==> config.mk <==
export PLATFORM = sky130hd
export DESIGN_NAME = csa_pipe_adder
export DESIGN_NICKNAME = d
export VERILOG_FILES = /design/src/rtl/csa_pkg.sv /design/src/rtl/csa_seg.sv /design/src/rtl/csa_pipe_adder.sv
export SDC_FILE = /design/constraint.sdc
export NUM_CORES = 1
export LEC_CHECK = 0
export CAP_MARGIN = 0
export CORE_MARGIN = 4
export CORE_UTILIZATION = 56
export DETAILED_ROUTE_END_ITERATION = 10
export GPL_TIMING_DRIVEN = 0
export PLACE_DENSITY_LB_ADDON = 0.1
export SLEW_MARGIN = 10
export SYNTH_ARGS = -nofsm -noshare
export SYNTH_HDL_FRONTEND = slang
export SYNTH_SLANG_ARGS = --single-unit
==> constraint.sdc <==
create_clock -name clk -period 3.6 [get_ports clk]
set_input_delay 1.08 -clock clk [delete_from_list [all_inputs] [get_ports clk]]
set_output_delay 1.08 -clock clk [all_outputs]
set_load 0.05 [all_outputs]
==> src/rtl/csa_pkg.sv <==
// Shared types and elaboration helpers for the pipelined carry-select adder.
package csa_pkg;

  localparam int unsigned MAX_SEG_WIDTH = 16;
  localparam int unsigned PAIR_W        = MAX_SEG_WIDTH + 1;

  // Both carry-in variants of one segment, right-aligned; unused upper bits are zero.
  typedef struct packed {
    logic [PAIR_W-1:0] s1;
    logic [PAIR_W-1:0] s0;
  } seg_pair_t;

  function automatic int unsigned calc_nseg(input int unsigned width, input int unsigned seg_width);
    return ((width / seg_width) < 1) ? 1 : (width / seg_width);
  endfunction

  function automatic bit cfg_ok(input int unsigned width, input int unsigned seg_width);
    return (seg_width >= 1) && (seg_width <= MAX_SEG_WIDTH) &&
           (width >= seg_width) && ((width % seg_width) == 0);
  endfunction

endpackage

==> src/rtl/csa_seg.sv <==
// One carry-select segment: SEG_WIDTH-bit add for carry-in 0 and carry-in 1.
module csa_seg
  import csa_pkg::*;
#(
  parameter int unsigned SEG_WIDTH = 4
) (
  input  logic [SEG_WIDTH-1:0] a,
  input  logic [SEG_WIDTH-1:0] b,
  output seg_pair_t            pair
);

  logic [SEG_WIDTH:0] t0;
  logic [SEG_WIDTH:0] t1;

  always_comb begin
    t0      = {1'b0, a} + {1'b0, b};
    t1      = t0 + (SEG_WIDTH + 1)'(1);
    pair    = '0;
    pair.s0 = PAIR_W'(t0);
    pair.s1 = PAIR_W'(t1);
  end

endmodule

==> src/rtl/csa_pipe_adder.sv <==
// Two-stage pipelined carry-select adder with valid tagging, stall and carry-out counter.
// Optional build macro CSA_SAT_EN: saturate the result to 2^WIDTH-1 on carry-out.
module csa_pipe_adder
  import csa_pkg::*;
#(
  parameter int unsigned WIDTH     = 16,
  parameter int unsigned SEG_WIDTH = 4,
  parameter int unsigned CNT_WIDTH = 8
) (
  input  logic                 clk,
  input  logic                 rst,
  input  logic                 en,
  input  logic                 in_valid,
  input  logic [WIDTH-1:0]     in1,
  input  logic [WIDTH-1:0]     in2,
  input  logic                 cin,
  input  logic                 cnt_clr,
  output logic                 out_valid,
  output logic [WIDTH:0]       sum,
  output logic [CNT_WIDTH-1:0] cout_cnt
);

  localparam int unsigned NSEG   = calc_nseg(WIDTH, SEG_WIDTH);
  localparam bit          CFG_OK = cfg_ok(WIDTH, SEG_WIDTH);

  if (!CFG_OK) begin : g_cfg_err
    $error("csa_pipe_adder: WIDTH must be a nonzero multiple of SEG_WIDTH (SEG_WIDTH <= MAX_SEG_WIDTH)");
  end

  seg_pair_t pair_d [NSEG];
  seg_pair_t pair_q [NSEG];
  logic      cin_q;
  logic      v1_q;

  for (genvar gk = 0; gk < NSEG; gk++) begin : g_seg
    csa_seg #(.SEG_WIDTH(SEG_WIDTH)) u_seg (
      .a    (in1[gk*SEG_WIDTH +: SEG_WIDTH]),
      .b    (in2[gk*SEG_WIDTH +: SEG_WIDTH]),
      .pair (pair_d[gk])
    );
  end

  logic [PAIR_W-1:0] sel_w;
  logic [WIDTH-1:0]  sum_lo;
  logic              carry;
  logic [WIDTH:0]    sum_d;
  logic              cnt_inc;

  // Carry-select chain: each segment's carry picks the next segment's precomputed word.
  always_comb begin
    carry  = cin_q;
    sum_lo = '0;
    sel_w  = '0;
    for (int unsigned k = 0; k < NSEG; k++) begin
      sel_w = carry ? pair_q[k].s1 : pair_q[k].s0;
      sum_lo[k*SEG_WIDTH +: SEG_WIDTH] = sel_w[SEG_WIDTH-1:0];
      carry = |(sel_w >> SEG_WIDTH);
    end
`ifdef CSA_SAT_EN
    sum_d = carry ? {1'b0, {WIDTH{1'b1}}} : {1'b0, sum_lo};
`else
    sum_d = {carry, sum_lo};
`endif
    cnt_inc = en && v1_q && carry && (cout_cnt != {CNT_WIDTH{1'b1}});
  end

  always_ff @(posedge clk) begin
    if (rst) begin
      for (int unsigned k = 0; k < NSEG; k++) pair_q[k] <= '0;
      cin_q     <= 1'b0;
      v1_q      <= 1'b0;
      out_valid <= 1'b0;
      sum       <= '0;
    end else if (en) begin
      for (int unsigned k = 0; k < NSEG; k++) pair_q[k] <= pair_d[k];
      cin_q     <= cin;
      v1_q      <= in_valid;
      out_valid <= v1_q;
      sum       <= sum_d;
    end
  end

  // Clear wins over a same-cycle increment and works while stalled.
  always_ff @(posedge clk) begin
    if (rst || cnt_clr) begin
      cout_cnt <= '0;
    end else if (cnt_inc) begin
      cout_cnt <= cout_cnt + CNT_WIDTH'(1);
    end
  end

endmodule

==> flow_summary_export.csv <==
group,metric,value,unit
clock_network,h_tree_level_count,3,
clock_network,clock_tree.root_cell,"clkbuf_8",
sta,fmax,295,MHz
clock_network,cts.hold.buffers_added,0,
clock_network,cts_tree,"built",
worst_setup_path,path_cells,"clkdlybuf4s50_1 -> clkbuf_1 -> buf_1 -> or2_2",
run_status,outcome,"complete, no violations",
routing,routed_wl,7070,microns
pwr,leakage,1.76,nW
floorplan,ioPinCount,64,
placement,placement.cell_area,0.00421,sq mm
sta,setup_violations,0,
sta,drv_slew,0,
worst_setup_path,worstReg2RegStart,"cin_q$_SDFFE_PP0P_",
global_route,grt_usage,0.202,
yosys,synth_edf_count,40,
finish,finish.cell_count_without_fillers,462,
yosys,ys_top_cells_by_count,"42 x nor2_1, 40 x edfxtp_1, 28 x dfxtp_1, 24 x mux2i_1, 21 x ha_1",
routing,detailedRoute.firstIterationViolations,79,
floorplan,floorplan.die.height,87.0,microns
global_route,first_global_vias,2543,
worst_setup_path,slowest_stage,"or2_2",
floorplan,die_width,87.0,microns
global_route,grt_first_pass_wirelength,11600,microns
worst_setup_path,critPathCaptureType,"flop",
yosys,synth.cell_area,0.00349,sq mm
floorplan,initial_utilization,0.583,
yosys,warning_count_from_the_yosys_run,0,
clock_network,cts.repair_timing.setup_buffer_count,0,
yosys,synth.area.top_cells,"edfxtp_1 34%, dfxtp_1 16%, ha_1 7.5%",
worst_setup_path,start_kind,"primary input",
sta,grt_setup_unrepaired,"false",
worst_setup_path,worst-setup-path-type,"primary input to flop",
min_path,min_from,"sum[9]$_SDFFE_PP0P_",
sta,worst_rel_slew_slack,0.382,
finish,nNetsFinal,445,
pwr,irDropWorstVdd,0.317,mV
floorplan,area_of_the_die,0.00756,sq mm
sta,timing_hold_violations_final,0,
yosys,yosysMostFrequentCell,"nor2_1",
finish,final_layout_size_suffix_gt1_frac,0.0672,
sta,final_min_period_over_clock_period,0.942,
worst_setup_path,worstPathRequired,3560,ps
global_route,grt_antenna_before_repair,0,
yosys,syn-num-nets,372,
worst_setup_path,timing.critical_path.slowest_cell_delay,840,ps
yosys,synth_ff_type,"edfxtp_1",
clock_network,post_cts_resize_count,0,
global_route,grt_start_max_net_pins,41,
worst_setup_path,setup.worst_path.start,"en",
floorplan,coreArea,0.00599,sq mm
placement,port-buffer-count,62,
finish,area_delta_synth_final,26.9,%
yosys,synth-seq-cells,68,
yosys,syn-instance-count,309,
min_path,holdCritPathClass,"flop to flop",
yosys,post_synth.cell_area_avg,11.3,sq um
clock_network,worstSkewPairLatency,340,ps
sta,skew,4.29,ps
routing,post-route-drc-count,0,
clock_network,cts_sinks,68,
clock_network,cts-buffers-inserted,9,
pwr,power_per_cell_area,459,mW/mm^2
clock_network,ctsLongestPathBuffers,2,
routing,drt_pass_1_iters,4,
yosys,synth.yosys.seq_area_share,0.504,
routing,total_via_count_after_detailed_routing,2579,
placement,total_half_perimeter_wirelength_after_legalization_and_detailed_placement,5260,microns
finish,fin_util,0.740,
sta,worst_pin_slew,928,ps
yosys,yosysTopAreaCellShare,0.344,
sta,fin_hold_ws,483,ps
finish,num_antenna_cells,0,
yosys,asyncSetResetFlopFracSynth,0,
worst_setup_path,timing.critical_path.arrival,3360,ps
routing,routedWlPerCell,15.3,microns
routing,drt.antenna.violating_nets,0,
worst_setup_path,cp_max_fo,40,
run,drv.max_cap_violation_count,0,
yosys,cell_type_with_the_largest_total_area_after_synthesis,"edfxtp_1",
global_route,gr-total-overflow,0,
placement,routabilityCongestion,0.794,
clock_network,worst_setup_hold_path_clk_slew,70,ps
finish,finish.instance_area,0.00443,sq mm
sta,finalCriticalPeriod,3390,ps
routing,viasPerCell,5.58,
placement,dp_cells,446,
floorplan,core.rowCount,28,
yosys,synth_cell_types,34,
state kept, by name, indices dropped and copies added, names as in the netlist:
| register | cells |
|---|---|
| cin_q | 1 |
| pair_q | 40 |
| out_valid | 1 |
| sum | 17 |
| v1_q | 1 |
| cout_cnt | 8 |
stage by stage:
stage / setup TNS [ps] / power (mW) / worst slack (ps)
after global placement: -3900 / 1.34 / -98.8
after global routing: 0 / 2.13 / 64.9
final: 0 / 2.03 / 209
after detailed placement: -5500 / 1.35 / -139
after CTS: 0 / 2.04 / 232
after floorplan: 0 / 1.22 / 945
where the power goes:
group          switching (mW)  leakage (nW)  internal (mW)
clock                   0.294         0.105          0.407
combinational           0.228         0.997          0.182
sequential             0.0259         0.660          0.897
cell usage in the layout, fill, tap and decap left out, types with 11 or more instances in the layout:
master | synthesis | final
a21oi_1 | 14 | 14
xnor2_1 | 11 | 11
dfxtp_1 | 28 | 28
edfxtp_1 | 40 | 40
ha_1 | 21 | 21
and2_1 | 16 | 16
clkdlybuf4s50_1 | 0 | 62
nor2_1 | 42 | 42
a211oi_1 | 16 | 16
inv_1 | 12 | 12
mux2i_1 | 24 | 24
cells by family (layout without fill, tap and decap cells):
family          Yosys count  after routing  share of synthesized area
simple gates             93             93                      0.131
flops                    68             68                      0.504
compound gates           56             56                      0.109
mux                      28             28                     0.0914
fa+ha+maj                25             25                     0.0982
buf+inv                  24            102                     0.0279
xor+xnor                 15             15                     0.0376
worst max-delay path: cells and delay by family:
family	cells	cell delay (ps)
buf+inv	3	1420
simple gates	1	840
area by class of cell:
type / count / area [sq um]
fill: 421 / 1560
tap: 75 / 93.8
clock inverter: 6 / 87.6
inverter: 12 / 45.0
sequential: 68 / 1760
timing repair buffer: 62 / 621
clock buffer: 10 / 138
multi-input combinational: 217 / 1630
buffer: 12 / 52.6
metal layers:
metal,part of all wire,global-route usage
met1,0.42,0.236
met2,0.51,0.360
met3,0.045,0.0435
met4,0.018,0.0807
met5,0,0
path summary, 6_finish.rpt:
kind,to,slack [ps],cells after the start
setup reg to reg,cout_cnt[7]$_SDFFE_PP0P_,1190,6
hold reg to reg,sum[9]$_SDFFE_PP0P_,480,2
hold / removal,sum[9]$_SDFFE_PP0P_,480,2
setup / recovery,pair_q[1][0]$_SDFFCE_PN0P_,210,4
(Power assumes the default switching activity.)
==> variant 1 (same flow settings) <==
`SEG_WIDTH` is set to 4 in 2 places; all go to 8.
--- a/src/rtl/csa_seg.sv
+++ b/src/rtl/csa_seg.sv
@@ -4,3 +4,3 @@
 #(
-  parameter int unsigned SEG_WIDTH = 4
+  parameter int unsigned SEG_WIDTH = 8
 ) (
--- a/src/rtl/csa_pipe_adder.sv
+++ b/src/rtl/csa_pipe_adder.sv
@@ -6,3 +6,3 @@
   parameter int unsigned WIDTH     = 16,
-  parameter int unsigned SEG_WIDTH = 4,
+  parameter int unsigned SEG_WIDTH = 8,
   parameter int unsigned CNT_WIDTH = 8
Formal check against the unedited RTL: same outputs for any inputs over 10 cycles, from zero or initial values and one cycle with rst high; that may be too few to reach the edited logic, so the function may still have changed.
==> variant 1 against the unedited design <==
Setup slack worse by 120 ps; fmax down 3.4%; design area down 1.2%; area after synthesis down 1.4%; register-to-register slack better by 190 ps; sequential cell count down 4; wire length down 9.1%; total power down 10%; largest cell class is now multi-input gates.
==> variant 1: results (changes against the unedited design) <==
* Outcome: completed (unchanged)
* Arrival time at the worst endpoint at 3590 ps (was 3360 ps)
* Syn Nets at 384 (was 372)
* Worst reg2reg path depth at 7 (was 6)
* Number of fill cells at 453 (was 421)
* Number of enable-type register cells in the synthesized netlist at 36 (was 40)
* Share of final-layout standard cells stronger than drive strength 1 at 7.41% (was 6.72%)
* Maximum cell stage delay along the critical path at 410 ps (was 840 ps)
* Number of global-route vias before repair at 2465 (was 2543)
* Number of antenna violations at the first check in global routing at 0 (unchanged)
* Commonest cells in the synthesized netlist: 55 x nor2_1, 36 x edfxtp_1, 28 x dfxtp_1 (was 42 x nor2_1, 40 x edfxtp_1, 28 x dfxtp_1)
* Largest regs: pair_q (36), sum (17), cout_cnt (8) (was pair_q (40), sum (17), cout_cnt (8))
* Via density at 5.44 (was 5.58)
* Met3 GRT Util at 2.95% (was 4.35%)
* Final GP Congestion at 0.840 (was 0.794)
* Average wire per standard cell at 13.4 um (was 15.3 um)
* # nets final at 459 (was 445)
* Fraction of met2 tracks used by global routing at 28.4% (was 36.0%)
* Initial detailed-routing violation count at 84 (was 79)
* Largest net degree at the start of global routing at 37 (was 41)
* Worst Skew at 6.33 ps (was 4.29 ps)
* Quantity of I/O buffers inserted on ports at 63 (was 62)
* Setup slack of the most critical reg-to-reg path at 1380 ps (was 1190 ps)
* Pin slew with the least headroom to its limit at 826 ps (was 928 ps)
* CP max FO at 5 (was 40)
* Leak at 0.00169 uW (was 0.00176 uW)
* Gate family responsible for the most delay along the worst path: compound AO/OA/AOI/OAI gates (was buffers and inverters)
* First-pass GRT wire length at 10.8 mm (was 11.6 mm)
* Final HPWL DP at 4.86 mm (was 5.26 mm)
## variant 1: through the flow
step           total power (uW)  hold WS, ps  cells  worst slack [ps]  instance area, um2
6_report                   1830          476    480              90.8                4380
5_1_grt                    1910          505    480             -28.1                4380
4_1_cts                    1830          474    479              20.7                4340
3_5_place_dp               1310          463    463              -477                4170
3_3_place_gp               1290          462    463              -351                4170
2_1_floorplan              1180          461    325               205                3440
## variant 1: cell families (layout without fill, tap and decap cells)
| kind of cell | Yosys count | in the layout | synth area share (%) |
|---|---|---|---|
| buffers and inverters | 19 | 99 | 2.29 |
| xor gates and xnor gates | 22 | 22 | 5.60 |
| AOI/OAI and AO/OA | 57 | 57 | 12.1 |
| DFF | 64 | 64 | 47.7 |
| adders and majority gates | 21 | 21 | 8.07 |
| muxes | 24 | 24 | 7.45 |
| and+or+nand+nor | 118 | 118 | 16.8 |
## variant 1: repair_timing
item                                    4_1_cts  5_1_grt
pin swaps                                     1        1
endpoints found under the setup margin        1        2
setup buffers                                 0        1
resized for setup                             3        4
## variant 1: power by group through the flow
stage,clock network (uW),logic (uW),registers [uW]
6_report,523,440,863
5_1_grt,557,484,869
4_1_cts,528,435,863
3_5_place_dp,0,429,879
3_3_place_gp,0,418,876
2_1_floorplan,0,246,930
## variant 1: metal layers
metal  share of wire (%)  vias to the layer above  wire (um)
met3                 5.6                       18        360
met5                   0                        -          0
met4                 2.8                        0        178
met2                  44                       75       2830
met1                  48                     1186       3050
li1                    -                     1334          -
## variant 1: worst min-delay path, stage by stage (launching register included)
cell      delay, ps
dfxtp_1         310
nand2b_1         60
a21oi_1          60
## variant 1: final cells by class
| cell class | count | area [um2] | share of cell area [%] |
|---|---|---|---|
| buffer | 11 | 48.8 | 1.11 |
| clock buffer | 12 | 145 | 3.32 |
| clock inverter | 4 | 20.0 | 0.457 |
| inverter | 8 | 30.0 | 0.686 |
| multi-input combinational | 242 | 1760 | 40.2 |
| sequential | 64 | 1640 | 37.5 |
| tap | 75 | 93.8 | 2.14 |
| timing repair buffer | 64 | 638 | 14.6 |
## variant 1: worst max path at each step
stage / startpoint / endpoint / slack, ps / cells past startpoint
final: in1[0] / pair_q[0][16] / 90 / 9
after global routing: in1[0] / pair_q[0][17] / -30 / 8
after CTS: in1[0] / pair_q[0][16] / 20 / 9
after detailed placement: in1[0] / pair_q[0][16] / -480 / 9
after global placement: in1[0] / pair_q[0][16] / -350 / 9
after floorplan: in1[0] / pair_q[0][16] / 200 / 8
==> variant 2 (same settings) <==
Made on the original files. Register the inputs `en`, `in_valid`, `in1`, `in2`, `cin` and `cnt_clr` before use. The logic sees them one clock later.
--- a/src/rtl/csa_pipe_adder.sv
+++ b/src/rtl/csa_pipe_adder.sv
@@ -25,2 +25,18 @@
 
+  logic en_q;
+  logic in_valid_q;
+  logic [WIDTH-1:0] in1_q;
+  logic [WIDTH-1:0] in2_q;
+  logic cin_r;
+  logic cnt_clr_q;
+
+  always_ff @(posedge clk) begin
+    en_q       <= en;
+    in_valid_q <= in_valid;
+    in1_q      <= in1;
+    in2_q      <= in2;
+    cin_r      <= cin;
+    cnt_clr_q  <= cnt_clr;
+  end
+
   if (!CFG_OK) begin : g_cfg_err
@@ -36,4 +52,4 @@
     csa_seg #(.SEG_WIDTH(SEG_WIDTH)) u_seg (
-      .a    (in1[gk*SEG_WIDTH +: SEG_WIDTH]),
-      .b    (in2[gk*SEG_WIDTH +: SEG_WIDTH]),
+      .a    (in1_q[gk*SEG_WIDTH +: SEG_WIDTH]),
+      .b    (in2_q[gk*SEG_WIDTH +: SEG_WIDTH]),
       .pair (pair_d[gk])
@@ -63,3 +79,3 @@
 `endif
-    cnt_inc = en && v1_q && carry && (cout_cnt != {CNT_WIDTH{1'b1}});
+    cnt_inc = en_q && v1_q && carry && (cout_cnt != {CNT_WIDTH{1'b1}});
   end
@@ -73,6 +89,6 @@
       sum       <= '0;
-    end else if (en) begin
+    end else if (en_q) begin
       for (int unsigned k = 0; k < NSEG; k++) pair_q[k] <= pair_d[k];
-      cin_q     <= cin;
-      v1_q      <= in_valid;
+      cin_q     <= cin_r;
+      v1_q      <= in_valid_q;
       out_valid <= v1_q;
@@ -84,3 +100,3 @@
   always_ff @(posedge clk) begin
-    if (rst || cnt_clr) begin
+    if (rst || cnt_clr_q) begin
       cout_cnt <= '0;
Function: changed (Yosys sat finds a counterexample within 4 cycles, from zero or initial values and one cycle with rst high).
==> variant 2 against the unedited design <==
Total power is 17% higher; sequential cell count is 36 higher; area after synthesis is 23% higher; global-route usage is 3.2 points lower; sequential power is 44% higher; synthesized cell count is 16% higher; count of clock-buffer cells in the layout is 2 higher; via count is 8.7% higher; wire length is 2.7% higher; first-iteration DRC count is 18% higher; design area is 18% higher; setup slack better by 680 ps.
==> variant 2: results (changes against the unedited design) <==
* # diodes at 0 (unchanged)
* Post-synth cell types at 36 (was 34)
* Non-Filler Instances at 536 (was 462)
* Arrival time at the worst endpoint at 1630 ps (was 3360 ps)
* Initial detailed-routing violation count at 93 (was 79)
* Drt pass-1 iters at 4 (unchanged)
* Global-route usage over all layers at 17.0% (was 20.2%)
* Leak at 0.00213 uW (was 0.00176 uW)
* Quantity of gates resized following cts at 0 (unchanged)
* Primary FF master, synth: dfxtp_1 (was edfxtp_1)
* CP max FO at 7 (was 40)
* Fraction of synthesized cell area taken by the top area cell type at 29.9% (was 34.4%)
* Number of enable-type register cells in the synthesized netlist at 40 (unchanged)
* Syn Nets at 422 (was 372)
* Largest net degree at the start of global routing at 41 (unchanged)
* Largest regs: pair_q (40), sum (17) (was pair_q (40), sum (17), cout_cnt (8))
* Placed Instances at 520 (was 446)
* Worst Skew at 11.5 ps (was 4.29 ps)
* Outcome: completed (unchanged)
* Final GP Congestion at 0.789 (was 0.794)
* Portion of the post-synthesis area used by sequential elements at 58.0% (was 50.4%)
* Worst reg2reg path depth at 6 (unchanged)
* Via density at 5.23 (was 5.58)
* Commonest cells in the synthesized netlist: 64 x dfxtp_1, 47 x nor2_1, 40 x edfxtp_1 (was 42 x nor2_1, 40 x edfxtp_1, 28 x dfxtp_1)
* Pin slew with the least headroom to its limit at 913 ps (was 928 ps)
* Clock buffers created by TritonCTS at 9 (unchanged)
* Mean Syn Cell Area at 11.9 um2 (was 11.3 um2)
* Worst hold path type: reg -> reg (unchanged)
* Share of final-layout standard cells stronger than drive strength 1 at 5.03% (was 6.72%)
* Clock transition at the register clock pins on the worst setup and hold paths after CTS at roughly 80 ps
* Number of global-route vias before repair at 2668 (was 2543)
* Final HPWL DP at 5.36 mm (was 5.26 mm)
* First-pass GRT wire length at 11.8 mm (was 11.6 mm)
* Number of buffers on the longest clock path at 2 (unchanged)
* Worst IR drop on VDD at 0.275 mV (was 0.317 mV)
* Crit-path slowest cell: clkdlybuf4s50_1 (was or2_2)
* Most area-consuming cells after synthesis: dfxtp_1 30%, edfxtp_1 28%, mux2i_1 7.0% (was edfxtp_1 34%, dfxtp_1 16%, ha_1 7.5%)
* Average wire per standard cell at 13.5 um (was 15.3 um)
* # nets final at 495 (was 445)
variant 2: changes by cell type after synthesis, moves of 3 or more:
cell,unedited run,this run
and2_1,16,13
mux2i_1,24,30
nor3_1,0,4
buf_1,4,1
nand2_1,6,9
dfxtp_1,28,64
and3_1,7,3
clkbuf_1,7,10
xor2_1,4,8
nor2_1,42,47
nand3_1,6,10
variant 2: stage by stage:
| stage | utilization [%] | total power (uW) | area [um2] | setup slack, ps |
|---|---|---|---|---|
| after global placement | 68.5 | 1730 | 5020 | 905 |
| after floorplan | - | 1620 | 4280 | 1350 |
| final | 71.1 | 2380 | 5210 | 890 |
| after CTS | 71.1 | 2400 | 5210 | 865 |
| after detailed placement | 68.5 | 1740 | 5020 | 852 |
| after global routing | 71.1 | 2490 | 5210 | 818 |
variant 2: where the power goes:
group          leakage [uW]  switching [uW]  total (uW)  internal, uW
sequential         0.000984            29.9        1330          1300
clock             0.0000877             375         669           294
combinational       0.00106             207         377           170
total               0.00213             612        2380          1770
variant 2: worst paths after layout:
path | slack [ps] | start | end
min reg2reg | 480 | out_valid | out_valid
min | 480 | out_valid | out_valid
max | 890 | cout_cnt[5] | cout_cnt[5]
max reg2reg | 1100 | cin_q | cout_cnt[2]
variant 2: per-layer routing:
layer  GRT usage, %  vias to the layer above  routed length (um)
met2           30.8                       72                3740
met3           4.03                        6                 324
met1           19.6                     1307                3120
met5              0                        -                   0
met4           6.04                        0                  72
li1               -                     1418                   -
variant 2: worst reg2reg max path, cell delays in order, from the launching register on:
cell and delay [ps]:
dfxtp_1 340, buf_6 140, mux2i_4 430, mux2i_4 580, mux2i_1 550, a21oi_1 140, a31o_2 220
variant 2: cell type report:
cell class | count | area (um2)
sequential | 104 | 2480
fill | 526 | 2120
multi-input combinational | 229 | 1690
timing repair buffer | 62 | 621
clock buffer | 12 | 156
tap | 99 | 124
buffer | 12 | 52.6
inverter | 14 | 52.6
clock inverter | 4 | 28.8
variant 2: kinds of logic after synthesis:
kind of cell | after synthesis | synth area share [%]
simple gates | 107 | 12.3
flops | 104 | 58.0
compound gates | 47 | 7.45
mux | 33 | 8.33
buf+inv | 26 | 2.46
fa+ha+maj | 25 | 8.01
xor+xnor | 17 | 3.48
